**config.mk**
```make
export PLATFORM = sky130hd
export DESIGN_NAME = alu_operand_sequencer
export DESIGN_NICKNAME = d
export VERILOG_FILES = /design/src/rtl/alu_operand_sequencer_pkg.sv /design/src/rtl/alu_operand_sequencer_btn_edge.sv /design/src/rtl/alu_operand_sequencer.sv
export SDC_FILE = /design/constraint.sdc
export NUM_CORES = 1
export LEC_CHECK = 0
export CAP_MARGIN = 20
export CORE_MARGIN = 1.5
export CORE_UTILIZATION = 47
export CTS_BUF_LIST = sky130_fd_sc_hd__clkbuf_4 sky130_fd_sc_hd__clkbuf_8
export DETAILED_ROUTE_END_ITERATION = 8
export GPL_ROUTABILITY_DRIVEN = 0
export GPL_TIMING_DRIVEN = 0
export PLACE_DENSITY = 0.84
export SYNTH_ARGS = -nofsm -noshare
export SYNTH_HDL_FRONTEND = slang
export SYNTH_HIERARCHICAL = 1
export SYNTH_SLANG_ARGS = --single-unit
```
**constraint.sdc**
```tcl
create_clock -name clk -period 1.7 [get_ports clk]
set_clock_uncertainty 0.1 [all_clocks]
set_input_delay 0.425 -clock clk [delete_from_list [all_inputs] [get_ports clk]]
set_output_delay 0.425 -clock clk [all_outputs]
set_load 0.03 [all_outputs]
```
**src/rtl/alu_operand_sequencer_pkg.sv**
```systemverilog
// Shared definitions for the arithmetic-mux front end.
//
// Contents:
//   seq_state_t  - operand sequencer FSM states; the encodings are visible on LEDs
//   OP_*         - selector codes understood by the arithmetic mux
//   is_legal_state - true for the five defined state codes
package alu_pkg;

  typedef enum logic [2:0] {
    S_A    = 3'd0,
    S_B    = 3'd1,
    S_OP   = 3'd2,
    S_EXEC = 3'd3,
    S_SHOW = 3'd4
  } seq_state_t;

  localparam logic [2:0] OP_ADD  = 3'b000;
  localparam logic [2:0] OP_SUB  = 3'b001;
  localparam logic [2:0] OP_DIV  = 3'b010;
  localparam logic [2:0] OP_MUL  = 3'b011;
  localparam logic [2:0] OP_CORR = 3'b100;

  // Codes 5..7 are never produced by the FSM; they can only appear after an upset.
  function automatic logic is_legal_state(input logic [2:0] code);
    return (code <= 3'd4);
  endfunction

endpackage

```
**src/rtl/alu_operand_sequencer_btn_edge.sv**
```systemverilog
// Push-button conditioner: 2-flop synchronizer followed by a rising-edge detector.
//
// Ports:
//   clk    in  1  system clock
//   rst    in  1  synchronous, active-high reset; clears every flop
//   raw    in  1  raw button level, asynchronous to clk
//   pulse  out 1  one-cycle pulse, high 3 clk edges after the raw 0->1 transition
module btn_edge (
  input  logic clk,
  input  logic rst,
  input  logic raw,
  output logic pulse
);

  logic sync1;
  logic sync2;
  logic prev;

  // The pulse is registered so that a held button yields exactly one pulse and the
  // consumer sees a clean flop output rather than a gate off the synchronizer.
  always_ff @(posedge clk) begin
    if (rst) begin
      sync1 <= 1'b0;
      sync2 <= 1'b0;
      prev  <= 1'b0;
      pulse <= 1'b0;
    end else begin
      sync1 <= raw;
      sync2 <= sync1;
      prev  <= sync2;
      pulse <= sync2 & ~prev;
    end
  end

endmodule

```
**src/rtl/alu_operand_sequencer.sv**
```systemverilog
// Operand sequencer in front of the combinational arithmetic mux. Operands A and B and
// the selector are captured from switches one button press at a time; the mux result is
// registered for display one cycle after the selector is captured.
//
// Ports:
//   clk        in  1      system clock
//   rst        in  1      synchronous, active-high reset
//   sw         in  N      operand switches (quasi-static)
//   op_sw      in  3      selector switches (quasi-static)
//   btn_next   in  1      raw step button
//   btn_clear  in  1      raw clear button
//   mux_res    in  N      result from the arithmetic mux
//   a_q        out N      operand A to the mux
//   b_q        out N      operand B to the mux
//   s_q        out 3      selector to the mux
//   result_q   out N      registered result for display
//   state_o    out 3      current FSM state code
//   done       out 1      high while result_q holds a fresh result
//   op_count   out CNT_W  completed operations, wraps
module alu_operand_sequencer
  import alu_pkg::*;
#(
  parameter int N     = 4,
  parameter int CNT_W = 8
) (
  input  logic             clk,
  input  logic             rst,
  input  logic [N-1:0]     sw,
  input  logic [2:0]       op_sw,
  input  logic             btn_next,
  input  logic             btn_clear,
  input  logic [N-1:0]     mux_res,
  output logic [N-1:0]     a_q,
  output logic [N-1:0]     b_q,
  output logic [2:0]       s_q,
  output logic [N-1:0]     result_q,
  output logic [2:0]       state_o,
  output logic             done,
  output logic [CNT_W-1:0] op_count
);

  seq_state_t state;
  logic       next_pulse;
  logic       clear_pulse;

  btn_edge u_next (
    .clk   (clk),
    .rst   (rst),
    .raw   (btn_next),
    .pulse (next_pulse)
  );

  btn_edge u_clear (
    .clk   (clk),
    .rst   (rst),
    .raw   (btn_clear),
    .pulse (clear_pulse)
  );

  assign state_o = state;

  // Priority is rst, then clear, then the per-state step. Switches are only sampled
  // while next_pulse is high, so no switch synchronizer is needed. op_count survives
  // clear; only rst zeroes it.
  always_ff @(posedge clk) begin
    if (rst) begin
      state    <= S_A;
      a_q      <= '0;
      b_q      <= '0;
      s_q      <= '0;
      result_q <= '0;
      done     <= 1'b0;
      op_count <= '0;
    end else if (clear_pulse) begin
      state    <= S_A;
      a_q      <= '0;
      b_q      <= '0;
      s_q      <= '0;
      result_q <= '0;
      done     <= 1'b0;
    end else if (!is_legal_state(state)) begin
      state <= S_A;
    end else begin
      case (state)
        S_A: begin
          if (next_pulse) begin
            a_q   <= sw;
            state <= S_B;
          end
        end
        S_B: begin
          if (next_pulse) begin
            b_q   <= sw;
            state <= S_OP;
          end
        end
        S_OP: begin
          if (next_pulse) begin
            s_q   <= op_sw;
            state <= S_EXEC;
          end
        end
        // s_q was written on the previous edge, so mux_res now reflects it.
        S_EXEC: begin
          result_q <= mux_res;
          done     <= 1'b1;
          op_count <= op_count + CNT_W'(1);
          state    <= S_SHOW;
        end
        S_SHOW: begin
          if (next_pulse) begin
            done  <= 1'b0;
            state <= S_A;
          end
        end
        default: state <= S_A;
      endcase
    end
  end

endmodule

```
==> impl_metrics.py, run 1 <==
metrics = {
    "setup_path": {
        "crit_start": "state_o[1]$_SDFFE_PP0P_",
        "worstReg2RegEnd": "op_count[4]$_SDFFE_PP0P_",
        "path_delay_family": "buffers and inverters",
        "arrival_ps": 1160,
        "critPathSlowestCell": "dlygate4sd2_1",
        "worstPathMaxFanout": 3,
        "slowest_delay_ps": 420,
        "path_class": "reg2out",
        "worstSetupStartpointType": "flop",
        "crit_path_end_kind": "primary output",
        "path_buf_inv": 1,
        "critical_path.cell_chain": "dlygate4sd2_1",
        "rr_startpoint": "state_o[2]$_SDFFE_PP0P_",
        "worstRegToRegCells": 5,
        "cp.depth": 1,
        "required_ps": 1170,
        "crit_end": "state_o[1]",
        "rrSetupSlack_ps": 40,
    },
    "global_route": {
        "grt_pass1_vias": 1052,
        "grt_pass1_wl_um": 4630,
        "grt_max_degree": 11,
        "antenna_found_initial": 0,
        "met2_usage_pct": 33.2,
        "track_usage_pct": 18.8,
        "grt-ovfl-total": 0,
        "grt_use_met1_pct": 21.4,
        "grt_util_met3_pct": 6.22,
        "top_usage_layer": "met2",
    },
    "power_and_ir_drop": {
        "pwr-share-seq_pct": 60.8,
        "intPower_mw": 1.07,
        "irDropWorstVdd_v": 0.000830,
        "pwr-share-comb_pct": 5.9,
        "power.switching_mw": 0.305,
        "pwr-share-clk_pct": 33.3,
        "switching_share_pct": 22.2,
        "p_leak_nw": 0.787,
        "cellPowerDensity_nw_per_um2": 743,
        "total_power_mw": 1.37,
    },
    "sta": {
        "timing.final.max_slew_violations": 0,
        "fmax_mhz": 594,
        "finalSetupViolCount": 0,
        "max_slew.worst_pin.slew_ps": 425,
        "tns_ps": 0,
        "hold_viol_final": 0,
        "post-route-min-period_ps": 1680,
        "setup_ws_ps": 16.5,
        "slew-limit-headroom_pct": 71.5,
        "grt_setup_unrepaired": "yes",
        "timing.final.crit_share_pct": 99.0,
    },
    "die": {
        "io_pins": 42,
        "placementRows": 19,
        "core_area_sq_um": 2760,
        "die_w_um": 56.8,
        "fp.dieArea_sq_um": 3230,
        "initial_core_util_pct": 49.4,
        "die_h_um": 56.8,
    },
    "routing": {
        "drt_wl_total_um": 2920,
        "dr.pass1.iters": 4,
        "drt-initial-drc-count": 28,
        "ant_nets": 0,
        "wl_per_cell_um": 13.8,
        "vias": 1107,
        "vias_per_cell": 5.25,
        "drc": 0,
    },
    "cts": {
        "cts.sinks": 35,
        "path_clk_slew_ps": 100,
        "root_buffer": "clkbuf_4",
        "cts_tree": "built",
        "clkLatencyLatePin_ps": 350,
        "cts_buffers": 5,
        "clock_path_buffers": 2,
        "cts_hold_buffers": 0,
        "h-tree-depth": 2,
    },
    "placement": {
        "port_buffers": 41,
        "dp_hpwl_um": 2150,
        "pre_cts_slack_ps": -840,
    },
    "final_layout": {
        "diodes": 0,
        "layout_commonest_cell": "dfxtp_1",
        "drive_gt1_share_pct": 13.9,
        "layout_common_cells": "dfxtp_1 (34), dlygate4sd2_1 (22), nor2_1 (18)",
        "fill_cells": 229,
        "area_growth_pct": 35.6,
        "nets": 195,
    },
    "yosys": {
        "yosysTopAreaCell": "dfxtp_1",
        "syn_inst": 131,
        "synthTopCellsByArea": "dfxtp_1 (51%), mux2i_1 (12%), nor2_1 (5.0%)",
        "synth_cell_types": 30,
        "ys_seq_elements": 35,
        "yosys_warnings": 6,
        "netlist_area_sq_um": 1360,
        "netlist.area_leader.share_pct": 51.4,
        "synth_seq_area_share_pct": 51.4,
        "synth_fp_nets": 147,
        "avgSynthCellArea_sq_um": 10.4,
    },
    "job": {
        "drv_cap": 0,
    },
    "outcome": {
        "outcome": "finished clean",
    },
    "hold_path": {
        "hold_class": "in2reg",
    },
}
-- layer usage --
metal  part of all wire (%)  vias to the layer above
li1                       -                      554
met1                     41                      515
met2                     51                       29
met3                    5.4                        9
met4                    2.0                        0
met5                      0                        -
-- flip-flops by register name, summed over array words and instances (netlist names) --
| name | flops |
|---|---|
| a_q | 4 |
| u_next/pulse | 1 |
| done | 1 |
| op_count | 8 |
| result_q | 4 |
| u_next/prev | 1 |
| u_next/sync1 | 1 |
| u_clear/pulse | 1 |
| b_q | 4 |
| u_next/sync2 | 1 |
| u_clear/sync2 | 1 |
| u_clear/sync1 | 1 |
| state_o | 3 |
| u_clear/prev | 1 |
| s_q | 3 |
-- area by class of cell --
cell class | instances | area [sq um] | share of cell area, %
inverter | 3 | 11.3 | 0.609
timing repair buffer | 41 | 374 | 20.2
tap | 31 | 38.8 | 2.10
sequential | 35 | 702 | 38.0
buffer | 8 | 53.8 | 2.91
clock buffer | 7 | 52.6 | 2.84
multi-input combinational | 85 | 611 | 33.0
clock inverter | 1 | 5.00 | 0.271
-- metrics by stage --
| stage | std cells | util, % | hold slack [ps] | area [sq um] |
|---|---|---|---|---|
| floorplan | 131 | - | 287 | 1360 |
| global placement | 203 | 65.7 | 296 | 1810 |
| detailed placement | 203 | 65.7 | 296 | 1810 |
| CTS | 211 | 66.7 | 320 | 1840 |
| global route | 211 | 67.0 | 284 | 1850 |
| finish | 211 | 67.0 | 257 | 1850 |
-- Yosys cell counts --
cell type and n:
or3_1 1, ha_1 1, or4_1 5, clkbuf_1 2, buf_6 2, o21ai_0 2
nand4_1 1, nand2b_1 1, nor4b_2 1, nand4bb_4 1, nor3b_1 1, mux2i_1 16
nand3b_1 2, o31ai_1 5, buf_1 1, or2_2 1, nand3_1 2, inv_1 3
xor2_1 1, nor2_1 18, dfxtp_1 35, and4bb_1 1, nor3_1 1, buf_2 3
nand2_1 4, and4bb_2 1, a21oi_1 9, a211oi_1 2, nor3b_2 2, nor2b_1 6
-- cell families (layout without fill, tap and decap cells) --
kind of cell / count (synthesis) / after routing / share of synthesized area (%)
compound gates: 18 / 18 / 7.90
fa+ha+maj: 1 / 1 / 0.918
buf+inv: 11 / 60 / 4.41
xor+xnor: 1 / 1 / 0.643
flops: 35 / 35 / 51.4
mux: 16 / 16 / 11.8
simple gates: 49 / 49 / 23.0
-- power groups by stage --
| stage | logic, mW | registers (mW) | clock network [mW] |
|---|---|---|---|
| after floorplan | 0.0280 | 0.858 | 0 |
| after global placement | 0.0801 | 0.852 | 0 |
| after detailed placement | 0.0823 | 0.853 | 0 |
| after CTS | 0.0802 | 0.834 | 0.464 |
| after global routing | 0.0872 | 0.836 | 0.492 |
| final | 0.0815 | 0.834 | 0.457 |
-- timing repair --
action,4_1_cts,5_1_grt
gates resized for setup,32,10
pin swaps,0,0
hold endpoints to repair,0,0
buffers inserted,0,0
endpoints found under the setup margin,46,17
-- worst min-delay path by stage --
stage	start	end	slack, ps	depth (start not counted)
after floorplan	u_clear/prev$_SDFF_PP0_	u_clear/pulse$_SDFF_PP0_	290	1
after global placement	u_clear/prev$_SDFF_PP0_	u_clear/pulse$_SDFF_PP0_	300	1
after detailed placement	u_next/prev$_SDFF_PP0_	u_next/pulse$_SDFF_PP0_	300	1
after CTS	u_next/prev$_SDFF_PP0_	u_next/pulse$_SDFF_PP0_	320	1
after global routing	rst	u_next/pulse$_SDFF_PP0_	280	2
final	rst	u_next/pulse$_SDFF_PP0_	260	2
Power figures use the tool's default switching activity.
==> inputs of run 2 (changes only) <==
--- a/config.mk
+++ b/config.mk
@@ -6,13 +6,13 @@
 export NUM_CORES = 1
 export LEC_CHECK = 0
 export CAP_MARGIN = 20
-export CORE_MARGIN = 1.5
-export CORE_UTILIZATION = 47
+export CORE_MARGIN = 2
+export CORE_UTILIZATION = 40
 export CTS_BUF_LIST = sky130_fd_sc_hd__clkbuf_4 sky130_fd_sc_hd__clkbuf_8
 export DETAILED_ROUTE_END_ITERATION = 8
 export GPL_ROUTABILITY_DRIVEN = 0
 export GPL_TIMING_DRIVEN = 0
-export PLACE_DENSITY = 0.84
+export PLACE_DENSITY = 0.73
 export SYNTH_ARGS = -nofsm -noshare
 export SYNTH_HDL_FRONTEND = slang
 export SYNTH_HIERARCHICAL = 1
==> run 2 against run 1 <==
Net effect: non-clock buffer count is 2 higher; global-route usage fell by 3.2 points; design area rose by 1.4%; routed wire length shrank 4.2%; register-to-register slack better by 30 ps; maximum frequency grew 2.0%; final cell count rose by 7.6%; combinational power hardly changed; worst setup slack better by 34 ps; die area grew 20%; first-iteration DRC count up 82%; highest routed layer unchanged.
==> impl_metrics.py, run 2 (synthesized netlist as in run 1, its figures left out) <==
metrics = {
    "hold_path": {
        "hold_class": "in2reg",
        "worstHoldStart": "rst",
    },
    "setup_path": {
        "arrival_ps": 1120,
        "path_delay_family": "flip-flops",
        "slowest_delay_ps": 400,
        "crit_start": "op_count[4]$_SDFFE_PP0P_",
        "critical_path.cell_chain": "clkdlybuf4s15_1",
        "worstPathMaxFanout": 4,
        "cp.depth": 1,
        "worstReg2RegEnd": "op_count[4]$_SDFFE_PP0P_",
        "worstRegToRegCells": 5,
        "rr_startpoint": "state_o[2]$_SDFFE_PP0P_",
        "rrSetupSlack_ps": 70,
        "crit_end": "op_count[4]",
        "path_buf_inv": 1,
        "critPathSlowestCell": "dfxtp_1",
        "path_class": "reg2out",
        "crit_path_end_kind": "primary output",
        "required_ps": 1170,
        "worstSetupStartpointType": "flop",
    },
    "final_layout": {
        "nets": 197,
        "max_flop_register": "op_count",
        "drive_gt1_share_pct": 18.2,
        "diodes": 0,
        "utilization_pct": 56.6,
        "fill_cells": 318,
        "layout_common_cells": "dfxtp_1 (33), dlygate4sd2_1 (19), nor2_1 (18)",
        "largest_reg_flops": 8,
        "area_growth_pct": 37.5,
        "layout_commonest_cell": "dfxtp_1",
        "stdcell_count": 227,
    },
    "cts": {
        "root_buffer": "clkbuf_4",
        "clkLatencyLatePin_ps": 340,
        "clock_path_buffers": 2,
        "h-tree-depth": 2,
        "cts_tree": "built",
        "path_clk_slew_ps": 100,
        "cts.sinks": 35,
        "cts_buffers": 5,
    },
    "die": {
        "die_h_um": 62.4,
        "core_area_sq_um": 3310,
        "io_pins": 42,
        "fp.dieArea_sq_um": 3890,
        "die_w_um": 62.4,
        "placementRows": 21,
        "initial_core_util_pct": 41.2,
    },
    "routing": {
        "drc": 0,
        "vias_per_cell": 4.82,
        "drt-initial-drc-count": 51,
        "vias": 1094,
        "wl_per_cell_um": 12.3,
        "dr.pass1.iters": 4,
        "ant_nets": 0,
        "drt_wl_total_um": 2800,
    },
    "global_route": {
        "grt-ovfl-total": 0,
        "track_usage_pct": 15.7,
        "grt_max_degree": 11,
        "grt_pass1_vias": 1029,
        "grt_pass1_wl_um": 4750,
        "antenna_found_initial": 0,
    },
    "job": {
        "drv_cap": 0,
    },
    "sta": {
        "fmax_mhz": 606,
        "grt_setup_unrepaired": "yes",
        "timing.final.max_slew_violations": 0,
        "max_slew.worst_pin.slew_ps": 418,
        "finalSetupViolCount": 0,
        "setup_ws_ps": 50.0,
        "timing.final.crit_share_pct": 97.1,
        "post-route-min-period_ps": 1650,
        "slew-limit-headroom_pct": 72.0,
        "hold_viol_final": 0,
        "tns_ps": 0,
    },
    "placement": {
        "dp.cells": 218,
        "dp_hpwl_um": 1990,
        "pre_cts_slack_ps": -883,
        "port_buffers": 41,
    },
    "power_and_ir_drop": {
        "cellPowerDensity_nw_per_um2": 731,
        "irDropWorstVdd_v": 0.000395,
        "p_leak_nw": 0.786,
        "total_power_mw": 1.37,
    },
    "outcome": {
        "outcome": "finished clean",
    },
}
-- run 2: changes by cell type in the layout (fill, tap and decap cells not counted), sizes merged --
| cell | delta |
|---|---|
| dlygate4sd2 | -3 |
| clkbuf | +2 |
| clkdlybuf4s15 | -1 |
| buf | +3 |
-- run 2: routing by layer --
metal	vias up	wire length, um	part of all wire, %	global-route usage, %
li1	558	-	-	-
met1	508	1250	45	18.7
met2	21	1370	49	24.9
met3	7	119	4.3	5.98
met4	0	57	2.0	7.50
met5	-	0	0	0
-- run 2: layout make-up --
cell class,count,area [sq um],area share [%]
multi-input combinational,85,618,33.0
clock inverter,1,5.00,0.267
buffer,8,53.8,2.87
timing repair buffer,43,373,19.9
tap,46,57.6,3.07
sequential,35,703,37.5
inverter,3,11.3,0.601
clock buffer,6,51.3,2.74
-- run 2: metrics by stage --
step / hold slack [ps] / area [sq um]
floorplan: 287 / 1360
global placement: 296 / 1830
detailed placement: 293 / 1830
CTS: 303 / 1860
global route: 273 / 1870
finish: 266 / 1870
-- run 2: how the worst min path moves through the flow --
stage	end	slack [ps]	cells after the start
final	u_clear/pulse$_SDFF_PP0_	270	2
after global routing	u_clear/sync1$_SDFF_PP0_	270	2
after CTS	u_next/pulse$_SDFF_PP0_	300	1
after detailed placement	u_next/pulse$_SDFF_PP0_	290	1
after global placement	u_clear/pulse$_SDFF_PP0_	300	1
after floorplan	u_clear/pulse$_SDFF_PP0_	290	1
-- run 2: timing repair --
action,in CTS,in global routing
endpoints found under the setup margin,46,21
resized for setup,36,17
hold buffers,0,0
setup buffers,0,2
-- run 2: report_power, final --
part	internal (mW)	total (mW)	switching, mW
combinational	0.0451	0.0812	0.0362
sequential	0.829	0.834	0.00463
clock	0.191	0.453	0.262
